## src/rtl/mux2_arb_pkg.sv

```systemverilog
// Shared types and sizing helpers for the mux2 select arbiter.
//   arb_state_t : arbiter FSM states
//   cnt_width() : counter width able to hold values 0..n-1 (minimum 1 bit)
//   SRC0/SRC1   : select values for source 0 (d0) and source 1 (d1)
package mux2_arb_pkg;

    typedef enum logic [1:0] {
        IDLE   = 2'd0,
        SETTLE = 2'd1,
        GRANT  = 2'd2
    } arb_state_t;

    localparam logic SRC0 = 1'b0;
    localparam logic SRC1 = 1'b1;

    localparam int unsigned DEF_SETTLE_CYCLES = 2;
    localparam int unsigned DEF_MAX_HOLD      = 8;

    function automatic int unsigned cnt_width(input int unsigned n);
        return (n <= 1) ? 1 : $clog2(n);
    endfunction

    localparam int unsigned DEF_SETTLE_W = cnt_width(DEF_SETTLE_CYCLES);
    localparam int unsigned DEF_HOLD_W   = cnt_width(DEF_MAX_HOLD);

endpackage

```

## src/rtl/mux2_arbiter_rr2.sv

```systemverilog
// Combinational round-robin pick between two requesters.
//   req    : request bits
//   ptr    : preferred source when both request
//   winner : chosen source (meaningful only when req != 0)
module arb_rr2
    import mux2_arb_pkg::*;
(
    input  logic [1:0] req,
    input  logic       ptr,
    output logic       winner
);

    always_comb begin
        winner = SRC0;
        unique case (req)
            2'b01:   winner = SRC0;
            2'b10:   winner = SRC1;
            2'b11:   winner = ptr;
            default: winner = SRC0;
        endcase
    end

endmodule

```

## src/rtl/mux2_arbiter.sv

```systemverilog
// Round-robin owner of the mux2 select line. After any select change it waits
// SETTLE_CYCLES cycles before granting so the mux path has settled, and it
// preempts an owner after MAX_HOLD grant cycles when the other side waits.
//   clk  : system clock
//   rst  : synchronous active-high reset
//   req  : per-source request, held for the whole transfer
//   gnt  : one-hot grant, mux output valid for that source
//   sel  : drives mux2.sel
//   busy : high whenever the arbiter is not idle
module mux2_arbiter
    import mux2_arb_pkg::*;
#(
    parameter int unsigned SETTLE_CYCLES = DEF_SETTLE_CYCLES,
    parameter int unsigned MAX_HOLD      = DEF_MAX_HOLD
) (
    input  logic       clk,
    input  logic       rst,
    input  logic [1:0] req,
    output logic [1:0] gnt,
    output logic       sel,
    output logic       busy
);

    localparam int unsigned SW = cnt_width(SETTLE_CYCLES);
    localparam int unsigned HW = cnt_width(MAX_HOLD);

    localparam logic [SW-1:0] SETTLE_LOAD = SW'(SETTLE_CYCLES - 1);
    localparam logic [HW-1:0] HOLD_LAST   = HW'(MAX_HOLD - 1);

    arb_state_t    state;
    logic          ptr;
    logic [SW-1:0] settle_cnt;
    logic [HW-1:0] hold_cnt;
    logic          winner;

    arb_rr2 u_rr2 (
        .req    (req),
        .ptr    (ptr),
        .winner (winner)
    );

    always_ff @(posedge clk) begin
        if (rst) begin
            state      <= IDLE;
            sel        <= SRC0;
            ptr        <= SRC0;
            settle_cnt <= '0;
            hold_cnt   <= '0;
        end else begin
            unique case (state)
                IDLE: begin
                    if (req != 2'b00) begin
                        if (winner == sel) begin
                            state    <= GRANT;
                            hold_cnt <= '0;
                        end else begin
                            sel        <= winner;
                            state      <= SETTLE;
                            settle_cnt <= SETTLE_LOAD;
                        end
                    end
                end
                SETTLE: begin
                    // Requester gave up while the mux was settling: leave sel as is.
                    if (!req[sel]) begin
                        state <= IDLE;
                    end else if (settle_cnt == '0) begin
                        state    <= GRANT;
                        hold_cnt <= '0;
                    end else begin
                        settle_cnt <= settle_cnt - SW'(1);
                    end
                end
                GRANT: begin
                    // Release takes priority over preemption.
                    if (!req[sel]) begin
                        state <= IDLE;
                        ptr   <= ~sel;
                    end else if (req[~sel] && (hold_cnt == HOLD_LAST)) begin
                        sel        <= ~sel;
                        ptr        <= ~sel;
                        state      <= SETTLE;
                        settle_cnt <= SETTLE_LOAD;
                    end else if (hold_cnt != HOLD_LAST) begin
                        hold_cnt <= hold_cnt + HW'(1);
                    end
                end
                default: state <= IDLE;
            endcase
        end
    end

    // Decoded from registers only: no combinational path from req.
    assign busy = (state != IDLE);
    assign gnt  = (state == GRANT) ? (sel ? 2'b10 : 2'b01) : 2'b00;

endmodule

```

## config.mk

```make
export PLATFORM = sky130hd
export DESIGN_NAME = mux2_arbiter
export DESIGN_NICKNAME = d
export VERILOG_FILES = /design/src/rtl/mux2_arb_pkg.sv /design/src/rtl/mux2_arbiter_rr2.sv /design/src/rtl/mux2_arbiter.sv
export SDC_FILE = /design/constraint.sdc
export NUM_CORES = 1
export LEC_CHECK = 0
export CORE_AREA = 4 4 41 43
export CTS_CLUSTER_SIZE = 14
export DETAILED_ROUTE_END_ITERATION = 12
export DIE_AREA = 0 0 45 47
export HOLD_SLACK_MARGIN = 0.02
export PLACE_DENSITY = 0.75
export SYNTH_ARGS = -nofsm -noshare
export SYNTH_HDL_FRONTEND = slang
export SYNTH_SLANG_ARGS = --single-unit
```

## constraint.sdc

```tcl
create_clock -name clk -period 1.85 [get_ports clk]
set_input_delay 0.185 -clock clk [delete_from_list [all_inputs] [get_ports clk]]
set_output_delay 0.185 -clock clk [all_outputs]
set_load 0.005 [all_outputs]
```

Word-level counts from Yosys, hierarchy flattened
Cells that the tools add are included.
Storage, ports and cells
  bits in registers: 8
  input bits: 4
  output and inout port bits: 4
  logic and storage cells: 75
Operators by class
  add/subtract/negate cells: 2
  order comparisons: 2
  eq/ne operators: 19
  mux-type cells: 35
  bitwise gates (word level): 1
  reductions and logical operators: 11
Operators by type and width (number)
  3-bit 2-to-1 mux: 7
  2-bit inequality test (second input constant): 9
  2-bit 2-to-1 mux: 8
  1-bit 2-to-1 mux: 15
  3-bit inequality test (second input constant): 3
  3-bit one-hot mux with 3 select lines: 1
  8-bit AND reduction: 1
  2-bit == test (second input constant): 3
  2-bit one-hot mux with 3 select lines: 1
  6-bit AND reduction: 1
  2-bit nonzero test: 3
  5-bit AND reduction: 1
  1-bit by 2-bit less-than comparator with 1-bit output (second input constant): 2
  1-bit one-hot mux with 2 select lines: 2
  3-bit by 1-bit adder with 3-bit output (second input constant): 1
  3-bit == test (second input constant): 1
  1-bit one-hot mux with 3 select lines: 1
  3-bit AND reduction: 1
  3-bit nonzero test: 1
  2-bit by 1-bit == test with 1-bit output (second input constant): 1
  2-bit logical NOT: 1
  2-bit by 1-bit inequality test with 1-bit output (second input constant): 1
  2-bit AND reduction: 1
  1-bit == test: 1
  other kinds (3): 3

Depth between registers and ports, before layout
Gate-level depths: netlist (run 1).
  depth in word-level cells: 7
  depth in mapped cells: 6
  mapped depth without buffers: 6

By module
From an unflattened synthesis (run 1), not the netlist that was laid out.
Second synthesis, totals
  cells, all modules: 68
  area total of the unflattened synthesis: 529.3 um^2
By module, submodules not included
  mux2_arbiter: instances 1, cells each 66, area each 518.0 um^2, sequential area each 160.2 um^2
  arb_rr2: instances 1, cells each 2, area each 11.3 um^2, sequential area each 0.0 um^2

Least setup slack after synthesis (run 1)
OpenSTA, ideal clock, no wires.
  path type: flip-flop to flip-flop
  start point: reg hold_cnt[0]
  end point: reg state[1]
  library setup time: 0.074 ns
  data arrival time: 1.284 ns
  required time: 1.776 ns
  setup slack: 0.491 ns
  cell stages (with the launch flop): 7
  path buffers: 0
  period minus slack after synthesis: 1.359 ns
  cells stage by stage: dfxtp_1 > ha_1 > ha_1 > a21bo_2 > o22ai_1 > nand3_1 > a31oi_1
On the way
  longest elaborated chain between the ends: 4
RTL lines
  start, declared: RTL line mux2_arbiter.sv:33  | logic [HW-1:0] hold_cnt;
  start signal, assigned: RTL line mux2_arbiter.sv:85  | hold_cnt <= hold_cnt + HW'(1);
  3-bit == test: RTL line mux2_arbiter.sv:79  | end else if (req[~sel] && (hold_cnt == HOLD_LAST)) begin
  1-bit logical AND: RTL line mux2_arbiter.sv:79
  3-bit inequality test (no line)
  3-bit AND reduction (no line)
  end signal, assigned: RTL line mux2_arbiter.sv:77  | state <= IDLE;
  end signal, assigned: RTL line mux2_arbiter.sv:82  | state <= SETTLE;
  end signal, assigned: RTL line mux2_arbiter.sv:88  | default: state <= IDLE;
  end, declared: RTL line mux2_arbiter.sv:30  | arb_state_t state;
No other way between the ends.
A chain may end at the register's enable or synchronous reset.

Final worst setup path (run 1)
  start point: reg state[0]
  end point: out gnt[0]
On the way
  longest elaborated chain between the ends: 2
RTL lines
  start signal, assigned: RTL line mux2_arbiter.sv:44  | state <= IDLE;
  start signal, assigned: RTL line mux2_arbiter.sv:54  | state <= GRANT;
  start signal, assigned: RTL line mux2_arbiter.sv:58  | state <= SETTLE;
  2-bit == test: RTL line mux2_arbiter.sv:95  | assign gnt = (state == GRANT) ? (sel ? 2'b10 : 2'b01) : 2'b00;
  2-bit 2-to-1 mux: RTL line mux2_arbiter.sv:95
  end, declared: RTL line mux2_arbiter.sv:19  | output logic [1:0] gnt,
No other way between the ends.

==> results of run 1 <==
## where the power goes
| part | total, mW | leakage, nW | internal, mW | switching, mW |
|---|---|---|---|---|
| sequential | 0.254 | 0.0654 | 0.204 | 0.0506 |
| combinational | 0.330 | 0.182 | 0.165 | 0.165 |
| clock | 0.134 | 0.0138 | 0.0742 | 0.0596 |
## sequential cells by signal (all words and copies together), names as in the netlist
register / cells
hold_cnt: 3
ptr: 1
sel: 1
settle_cnt: 1
state: 2
## how the worst min path moves through the flow
stage / end / start / slack [ns] / cells past startpoint
global route: hold_cnt[1] / hold_cnt[1] / 0.49 / 2
floorplan: hold_cnt[1] / hold_cnt[1] / 0.45 / 2
finish: hold_cnt[1] / hold_cnt[1] / 0.47 / 2
detailed placement: hold_cnt[1] / hold_cnt[1] / 0.46 / 2
CTS: hold_cnt[1] / hold_cnt[1] / 0.47 / 2
global placement: hold_cnt[1] / hold_cnt[1] / 0.46 / 2
## layer usage
layer / up-vias / part of all wire [%]
met5: - / 0
met4: 0 / 0.69
met3: 2 / 6.3
met2: 15 / 44
met1: 266 / 49
li1: 300 / -
## layout make-up
class | count | area, um2
Clock buffer | 3 | 22.5
Fill cell | 132 | 611
Inverter | 4 | 15.0
Multi-Input combinational cell | 58 | 374
Sequential cell | 8 | 160
Tap cell | 15 | 18.8
Timing Repair Buffer | 11 | 100
## critical path: cells and delay by family (launching register included)
kind,cells,cell delay (ns)
DFF,1,0.52
buffers and inverters,2,0.55
and+or+nand+nor,2,0.20
## through the flow
stage	area, um2	cells
2_1_floorplan	578	76
3_3_place_gp	668	96
3_5_place_dp	668	96
4_1_cts	691	99
5_1_grt	691	99
6_report	691	99
## cell usage in the layout, fill, tap and decap left out, types with 2 or more instances in the layout
cell type        count
buf_4                4
a21oi_1              9
nand3_1              5
nand2b_1             2
o21ai_0              4
nand2_1              4
clkbuf_4             3
a31oi_1              2
ha_1                 2
clkdlybuf4s50_1      7
nor2b_1              2
nor2_1               5
nand4_1              2
inv_1                4
nand4b_1             2
dfxtp_1              8
nor3b_1              2
## cells by family after synthesis
family	count (synthesis)	synth area share [%]
compound gates	25	27.7
fa+ha+maj	2	4.33
flops	8	27.7
mux	2	4.33
buf+inv	10	7.57
simple gates	29	28.4
==> impl_metrics.tcl, run 1 <==
set metrics [dict create \
    utilization_pct 53.1 \
    insertion_delay_ns 0.26 \
    netlist-cell-type-count 33 \
    ys_dominant_reg_cell "dfxtp_1" \
    synth_edf_count 0 \
    crit_path_end "gnt[0]" \
    startpoint "state[0]" \
    arrival_ns 1.52 \
    met2_usage_pct 20.1 \
    viasPerCell 5.89 \
    cts_tree "done" \
    power_density_nw_per_um2 1040 \
    p_leak_nw 0.261 \
    drtIter0Drc 15 \
    fin_ws_ns 0.143 \
    die_h_um 47 \
    grt_pass1_wl_mm 2.21 \
    crit_path_max_fanout 11 \
    pre_cts_ws_ns 0.0800 \
    synth_area_um2 578 \
    wire_per_inst_um 13.1 \
    period_needed_ns 1.71 \
    synth_nets 82 \
    coreArea_um2 1300 \
    initial_core_util_pct 44.4 \
    setup_viol 0 \
    synth_area_per_cell_um2 7.61 \
    critPathLaunchType "flip-flop" \
    cp_slowest_stage_delay_ns 0.52 \
    drt-pass1-iter-count 4 \
    cts.sinks 8 \
    cts-resized-gates 0 \
    async_flop_share_pct 0 \
    worstReg2RegStart "hold_cnt[0]" \
    drive_gt1_share_pct 10.7 \
    met1_usage_pct 20.1 \
    relSlewSlack_pct 73.7 \
    clk_pin_slew_worst_paths_ns 0.05 \
    cts_setup_buffers 0 \
    reg2reg_slack_ns 0.33 \
    worst_pin_slew_ns 0.393 \
    yosysWarnings 0 \
    die_x_um 45 \
    grt_overflow_total 0 \
    synth-seq-area-share_pct 27.7 \
    synthTopCellsByArea "dfxtp_1 28%, a21oi_1 7.8%, buf_2 4.3%" \
    fin_setup_tns_ns 0 \
    grt_max_degree 15 \
    io_buffers 7 \
    worst_path_max_delay_cell "dfxtp_1" \
    syn_inst 76 \
    clockBufferDepth 2 \
    hpwl_um 941 \
    status "completed" \
    final_hold_viol_count 0 \
    n_antenna_cell 0 \
    clock-skew-final_ns 0.00338 \
    timing.fmax_mhz 586 \
    top_usage_layer "met1" \
    drt-total-wl_mm 1.30 \
    yosys.cell_count.top_type "a21oi_1" \
    r2r_cells 6 \
    drv_slew 0 \
    fp-row-count 13 \
    antenna_found_initial 0 \
    cp_cell_sequence "inv_1, nand2_1, nor2_1, clkdlybuf4s50_1" \
    power_mw 0.718 \
    cp-end-kind "primary output" \
    htree_num_levels 1 \
    rsz0062_at_grt "no" \
    num_vias 583 \
    worstPathRequired_ns 1.66 \
    globalRouteTotalUtil_pct 14.3 \
    r2r-end "state[1]" \
    yosys-top-cells-count "9 x a21oi_1, 8 x dfxtp_1, 5 x buf_2, 5 x nand3_1, 5 x nor2_1" \
    cts_root_buf "clkbuf_4" \
    areaGrowthSynthToFinish_pct 19.5 \
    maxCapViolCount 0 \
    hold_path.class "reg2reg" \
    drc_errors 0 \
    synth_top_area_share_pct 27.7 \
    fin_crit_sh_pct 92.3 \
    final_antenna_net_count 0 \
    grt_use_met3_pct 5.75 \
    yosysTopAreaCell "dfxtp_1" \
    hold_ws_ns 0.466 \
    ys_ff_latch 8 \
    ir_worst_vdd_uv 425 \
    grt_pass1_vias 497 \
    crit_type "reg2out" \
    cts_buffers 3 \
    final_nets 92 \
    io_pins 8 \
    die_area_um2 2120 \
    routabilityCongestion 0.787 \
    ctsHoldBuffers 0 \
]
No activity file was read; power rests on OpenSTA's default activity.
==> run 2, diff against run 1 <==
CORE_AREA = default   (was 4 4 41 43)
CORE_MARGIN = 4   (was default)
CORE_UTILIZATION = 25   (was default)
DIE_AREA = default   (was 0 0 45 47)
PLACE_DENSITY = 0.52   (was 0.75)
==> impl_metrics.tcl, run 2 (same netlist as run 1, synthesis figures left out) <==
set metrics [dict create \
    worstPathRequired_ns 1.66 \
    clockBufferDepth 2 \
    drtIter0Drc 20 \
    worst_pin_slew_ns 0.405 \
    coreArea_um2 2210 \
    p_int_mw 0.444 \
    power_frac_comb_pct 48.0 \
    routabilityCongestion 0.793 \
    drt-pass1-iter-count 4 \
    reg2reg_slack_ns 0.33 \
    path_buf_inv 2 \
    drive_gt1_share_pct 10.7 \
    die_h_um 56.1 \
    sw_frac_of_total_pct 38.9 \
    setup_viol 0 \
    areaGrowthSynthToFinish_pct 22.3 \
    maxCapViolCount 0 \
    grt_pass1_wl_mm 2.39 \
    place_area_um2 684 \
    design_area_um2 707 \
    crit_path_max_fanout 8 \
    htree_num_levels 1 \
    drc_errors 0 \
    final_hold_viol_count 0 \
    io_buffers 7 \
    ir_worst_vdd_uv 369 \
    antenna_found_initial 0 \
    worst_path_max_delay_cell "clkdlybuf4s50_1" \
    cts-resized-gates 0 \
    cts_root_buf "clkbuf_4" \
    layout_commonest_cell "a21oi_1" \
    startpoint "sel" \
    hpwl_mm 1.05 \
    die_x_um 56.1 \
    n_antenna_cell 0 \
    cts.sinks 8 \
    grt_overflow_total 0 \
    clk_pin_slew_worst_paths_ns 0.06 \
    pwr-share-clk_pct 19.0 \
    drv_slew 0 \
    initial_core_util_pct 26.1 \
    cts_tree "done" \
    insertion_delay_ns 0.26 \
    seq_power_share_pct 33.0 \
    hold_path.class "reg2reg" \
    crit_type "reg2out" \
    power_density_nw_per_um2 1030 \
    timing.fmax_mhz 588 \
    clock-skew-final_ns 0.00959 \
    largest_register_ffs 3 \
    power_mw 0.727 \
    ctsHoldBuffers 0 \
    cp_cell_sequence "inv_1, nor2_1, clkdlybuf4s50_1" \
    final_antenna_net_count 0 \
    cp_slowest_stage_delay_ns 0.50 \
    num_vias 594 \
    drt-total-wl_mm 1.42 \
    status "completed" \
    crit_family "buffers and inverters" \
    p_sw_mw 0.283 \
    fin_setup_tns_ns 0 \
    critPathLaunchType "flip-flop" \
    rsz0062_at_grt "no" \
    arrival_ns 1.52 \
    grt_pass1_vias 536 \
    cts_buffers 3 \
    fin_crit_sh_pct 91.9 \
    globalRouteTotalUtil_pct 9.81 \
    cp-end-kind "primary output" \
    p_leak_nw 0.262 \
    largestRegisters "hold_cnt: 3 flops, state: 2 flops" \
    fp-row-count 17 \
    relSlewSlack_pct 73.0 \
    regMostFlops "hold_cnt" \
    viasPerCell 5.30 \
    layout_common_cells "9 x a21oi_1, 8 x dfxtp_1, 7 x clkdlybuf4s50_1, 5 x nor2_1, 5 x nand3_1" \
    holdCritStartpoint "hold_cnt[2]" \
    worstReg2RegStart "hold_cnt[0]" \
    grt_max_degree 15 \
    io_pins 8 \
    final_nets 92 \
    period_needed_ns 1.70 \
    wire_per_inst_um 12.7 \
    die_area_um2 3150 \
    cts_setup_buffers 0 \
]
-- run 2: routing by layer --
metal  wire length [um]  share of wire [%]  vias up  track usage (%)
met5                  0                  0        -                0
met4                 12               0.85        0             4.07
met3                 79                5.6        2             4.64
met2                635                 45       11             14.2
met1                690                 49      283             12.3
li1                   -                  -      298                -
-- run 2: power by group through the flow --
stage / logic (mW) / registers, mW / clock network, mW
floorplan: 0.232 / 0.233 / 0
global placement: 0.346 / 0.243 / 0
detailed placement: 0.351 / 0.244 / 0
CTS: 0.352 / 0.239 / 0.143
global route: 0.390 / 0.245 / 0.159
finish: 0.349 / 0.240 / 0.138
-- run 2: cell type report --
cell class	instances	area (um2)
tap	28	35.0
multi-input combinational	58	374
fill	254	1510
inverter	4	15.0
sequential	8	160
clock buffer	3	22.5
timing repair buffer	11	100
-- run 2: path summary, 6_finish.rpt --
check | cells after the start | endpoint
worst max-delay path | 3 | gnt[1]
worst min-delay path | 2 | hold_cnt[2]
worst max register to register | 6 | state[1]
worst min register to register | 2 | hold_cnt[2]
-- run 2: metrics by stage --
| stage | instances | utilization [%] | hold WS [ns] | worst slack (ns) |
|---|---|---|---|---|
| 5_1_grt | 112 | 32.0 | 0.510 | 0.0135 |
| 6_report | 112 | 32.0 | 0.469 | 0.150 |
| 3_3_place_gp | 109 | 30.9 | 0.459 | 0.119 |
| 3_5_place_dp | 109 | 30.9 | 0.470 | 0.0859 |
| 2_1_floorplan | 76 | - | 0.447 | 0.491 |
| 4_1_cts | 112 | 32.0 | 0.478 | 0.149 |
-- run 2: tightest hold or removal path: cells and delay by family (launching register included) --
family          cells  cell delay (ns)
compound gates      1             0.05
flops               1             0.31
simple gates        1             0.06
